$ cat src/rtl/addsub_rr_scheduler.sv
// Round-robin scheduler sharing one registered add/subtract unit among NREQ requesters.
// One operation is in flight at a time. The result is returned as a one-cycle pulse
// to the requester that issued it.
module addsub_rr_scheduler #(
   parameter int unsigned NREQ = 4,
   parameter int unsigned W    = 8,
   parameter int unsigned LAT  = 1
) (
   input  logic                              clk,
   input  logic                              rst,
   input  logic [NREQ-1:0]                   req_valid,
   input  logic [NREQ*W-1:0]                 req_a,
   input  logic [NREQ*W-1:0]                 req_b,
   input  logic [NREQ-1:0]                   req_sub,
   output logic [NREQ-1:0]                   req_ready,
   output logic [W-1:0]                      dp_in1,
   output logic [W-1:0]                      dp_in2,
   output logic                              dp_sub,
   input  logic [W-1:0]                      dp_out,
   output logic [NREQ-1:0]                   rsp_valid,
   output logic [$clog2(NREQ)-1:0]           rsp_id,
   output logic [W-1:0]                      rsp_data,
   output logic                              busy
);

   localparam int unsigned IW = $clog2(NREQ);
   localparam logic [2:0] LatCnt = 3'(LAT);

   typedef enum logic [0:0] {StIdle, StBusy} state_t;

   state_t        state;
   logic [IW-1:0] last;     // most recent grant; also identifies the in-flight requester
   logic [IW-1:0] winner;
   logic          any_req;
   logic [2:0]    cnt;

   // Round-robin pick: first pending requester scanning upward from last+1.
   always_comb begin
      winner  = last;
      any_req = 1'b0;
      for (int i = 1; i <= int'(NREQ); i++) begin
         int idx;
         idx = (int'(last) + i) % int'(NREQ);
         if (!any_req && req_valid[idx[IW-1:0]]) begin
            any_req = 1'b1;
            winner  = idx[IW-1:0];
         end
      end
   end

   // One-hot accept, offered only while idle and out of reset.
   always_comb begin
      req_ready = '0;
      if (!rst && state == StIdle && any_req) begin
         req_ready[winner] = 1'b1;
      end
   end

   // Busy spans from acceptance to the cycle before the response pulse.
   always_comb begin
      busy = (state == StBusy);
   end

   // Scheduler FSM with registered datapath operands and response outputs.
   always_ff @(posedge clk) begin
      if (rst) begin
         state     <= StIdle;
         last      <= IW'(NREQ - 1);
         cnt       <= '0;
         dp_in1    <= '0;
         dp_in2    <= '0;
         dp_sub    <= 1'b0;
         rsp_valid <= '0;
         rsp_id    <= '0;
         rsp_data  <= '0;
      end else begin
         rsp_valid <= '0;
         unique case (state)
            StIdle: begin
               if (any_req) begin
                  dp_in1 <= req_a[int'(winner)*int'(W) +: W];
                  dp_in2 <= req_b[int'(winner)*int'(W) +: W];
                  dp_sub <= req_sub[winner];
                  last   <= winner;
                  cnt    <= LatCnt;
                  state  <= StBusy;
               end
            end
            StBusy: begin
               if (cnt != 3'd0) begin
                  cnt <= cnt - 3'd1;
               end else begin
                  // Operands are still held, so dp_out is settled for this request.
                  rsp_data        <= dp_out;
                  rsp_id          <= last;
                  rsp_valid[last] <= 1'b1;
                  state           <= StIdle;
               end
            end
            default: state <= StIdle;
         endcase
      end
   end

endmodule

$ cat config.mk
export PLATFORM = sky130hd
export DESIGN_NAME = addsub_rr_scheduler
export DESIGN_NICKNAME = d
export VERILOG_FILES = /design/src/rtl/addsub_rr_scheduler.sv
export SDC_FILE = /design/constraint.sdc
export NUM_CORES = 1
export LEC_CHECK = 0
export ABC_AREA = 1
export CORE_MARGIN = 10
export CORE_UTILIZATION = 50
export CTS_CLUSTER_SIZE = 20
export DETAILED_ROUTE_END_ITERATION = 16
export DONT_BUFFER_PORTS = 1
export PLACE_DENSITY_LB_ADDON = 0.12
export SYNTH_ARGS = -nofsm -noshare
export SYNTH_HDL_FRONTEND = slang
export SYNTH_SLANG_ARGS = --single-unit
$ cat constraint.sdc
create_clock -name clk -period 2.4 [get_ports clk]
set_input_delay 0.48 -clock clk [delete_from_list [all_inputs] [get_ports clk]]
set_output_delay 0.48 -clock clk [all_outputs]
set_load 0.05 [all_outputs]
==> results.cfg <==
[detailed_routing]
wire_per_inst_um = 15.6
wl_um = 6450
routed-wl-met3_um = 592
dr.pass1.iters = 4
antenna_left = 0
via_count = 2191
wl_met2_um = 3120
wl_met1_um = 2670
highest-signal-layer = met4
via_per_inst = 5.31
drt_iter0_drc = 77
drc = 0

[critical_path]
reg2reg_setup_slack_ps = 340
path_max_fanout = 5
crit_slowest_cell = dfxtp_4
r2r_start = last[0]$_SDFFE_PP1P_
crit_chain = inv_8, ha_4, inv_4, nand3_4, nand2_4, inv_4, nand3_4, nand3_4, nand2_4, nor3_4, buf_12
reg2reg_depth = 14
cp.depth = 11
crit_path_start = last[0]$_SDFFE_PP1P_
crit_family = simple AND/OR/NAND/NOR gates
start_kind = flop
critPathKind = flop to output port
r2r_end = dp_in2[7]$_SDFFE_PP0P_
worst_path_largest_cell_delay_ps = 380
crit_required_ps = 1920
crit_top_cell = nand3_4
crit_arrival_ps = 1980
critical_path.endpoint_type = output port
path_buf_inv = 4
setup.worst_path.end = req_ready[1]

[timing]
finalCriticalPeriod_ps = 2460
tns_ps = -207
finalHoldViolCount = 0
clock_skew_ps = 5.41
max_slew_margin_pct = 63.7
worst_pin_slew_ps = 545
maxSlewViolCount = 0
fmax_mhz = 407
min_period_over_period_pct = 102
whs_ps = 249
setup_viol = 4
rsz0062_at_grt = true
setup_ws_ps = -56.9

[power_and_ir_drop]
p_leak_nw = 1.30
p_per_area_mw_per_mm2 = 1970
power_mw = 5.39
ir_worst_vdd_mv = 1.29

[placement]
detailedPlace.worstSlack_ps = 132
globalplace.congestion = 0.774
hpwl_um = 5050
portBuffers = 0
placed_cell_area_mm2 = 0.00252
placedCellCount = 398

[logic_synthesis]
synth_flop_cell = dfxtp_1
ys_seq_area_share_pct = 31.9
postSynthCellCount = 343
synth_area_mm2 = 0.00232
synth_cell_types = 27
synth.ff_latch_count = 37
synth_largest_area_cell = dfxtp_1
avgSynthCellArea_um2 = 6.77
syn-num-nets = 431
yosys_warnings = 0
synthTopCellsByArea = dfxtp_1 32%, nand2_1 18%, nand3_1 14%, buf_6 4.8%, nor2_1 4.8%
synth.top_cell.area_share_pct = 31.9
synth_edf_count = 0
synthArstFlopShare_pct = 0

[clocking]
clk_latency_ps = 290
cts_buffers = 5
clockBufferDepth = 2
cts.clk_slew.worst_paths_ps = 80
htreeDepth = 2
clock_sinks = 37
cts_tree = yes
cts_root_buf = clkbuf_8

[layout]
drive_gt1_share_pct = 21.6
layout_common_cells = 107 x nand2_1, 61 x nand3_1, 35 x dfxtp_1, 30 x nor2_1, 23 x inv_1
final_cell_area_mm2 = 0.00274
final_common_cell = nand2_1
antenna_cells = 0
instances_no_fill = 413
area_growth_pct = 17.9
fin_nets = 448
final_util_pct = 62.1

[grt]
grt_pass1_wl_um = 9720
grt_max_degree = 31
grt_overflow_total = 0
groute.usage.overall_pct = 15.3
grt_pass1_vias = 2001
antenna_found_initial = 0

[die]
fp.dieW_um = 88.2
rows = 24
io_pins = 118
die-area_mm2 = 0.00777
floorplan.initialDensity_pct = 52.6
coreArea_mm2 = 0.00441
die_h_um = 88.2

[status]
violations = setup timing
outcome = finished with violations

[hold_path]
hold_class = primary input to flop

[run]
drv_cap = 0
-- worst min-delay path by stage --
stage	slack, ps	from	cells past startpoint	endpoint
2_1_floorplan	440	cnt[1]$_SDFFE_PP0P_	2	cnt[1]$_SDFFE_PP0P_
3_3_place_gp	440	cnt[2]$_SDFFE_PP0P_	2	cnt[2]$_SDFFE_PP0P_
3_5_place_dp	450	cnt[1]$_SDFFE_PP0P_	2	cnt[1]$_SDFFE_PP0P_
4_1_cts	240	rst	1	cnt[1]$_SDFFE_PP0P_
5_1_grt	230	rst	1	cnt[1]$_SDFFE_PP0P_
6_report	250	rst	1	cnt[1]$_SDFFE_PP0P_
-- layer usage --
layer	GRT usage (%)	up-vias
li1	-	1135
met1	19.1	981
met2	24.1	69
met3	6.59	6
met4	3.00	0
met5	0	-
-- flip-flops by register name, indices dropped and copies added, names as in the netlist --
signal	cells
dp_in2	8
last	2
rsp_valid	4
dp_in1	8
rsp_data	8
rsp_id	2
cnt	3
busy	1
dp_sub	1
-- repair_timing --
action,4_1_cts,5_1_grt
buffers inserted,5,2
pin swaps,13,3
hold endpoints to repair,0,0
hold buffers,0,0
gates resized for setup,10,4
endpoints found under the setup margin,4,4
-- where the power goes --
group	internal, mW	total, mW	switching, mW
combinational	1.29	3.38	2.09
clock	0.311	0.550	0.239
sequential	0.815	1.46	0.649
-- cell usage after synthesis (2+ instances only) --
cell type,count
nor2_1,30
nand3b_1,2
nand2_4,4
nor3_1,4
nand3_1,63
ha_1,6
a21oi_1,6
buf_6,10
or2_2,2
nand3_4,3
nand2_1,111
inv_2,4
dfxtp_1,37
nand3_2,3
buf_2,2
o21ai_0,13
nand2_2,8
inv_1,24
clkbuf_1,3
-- worst register-to-register path, cell delays in order, from the launching register on --
cell     delay, ps
dfxtp_4        380
inv_8           40
buf_6          140
nand2_2         80
nand3_2         80
nand2_2        130
inv_2           60
nor2_4         110
nand3_1        190
nand2_4        160
buf_4          300
nand2_1        100
nand3_1        100
nand3_1         80
nand2_1         60
-- final cells by class --
| class | count | area, um2 |
|---|---|---|
| Clock buffer | 5 | 68.8 |
| Multi-Input combinational cell | 261 | 1440 |
| Tap cell | 52 | 65.1 |
| Clock inverter | 3 | 46.3 |
| Sequential cell | 37 | 746 |
| Fill cell | 430 | 1670 |
| Inverter | 30 | 128 |
| Timing Repair Buffer | 25 | 245 |
-- kinds of logic after synthesis --
logic type | Yosys count | synth area share (%)
AO/OA/AOI/OAI | 20 | 4.79
flip-flops | 37 | 31.9
adder cells (fa/ha/maj) | 6 | 3.23
AND/OR/NAND/NOR | 235 | 49.1
buffers and inverters | 45 | 11.0
No activity file was read; power rests on OpenSTA's default activity.
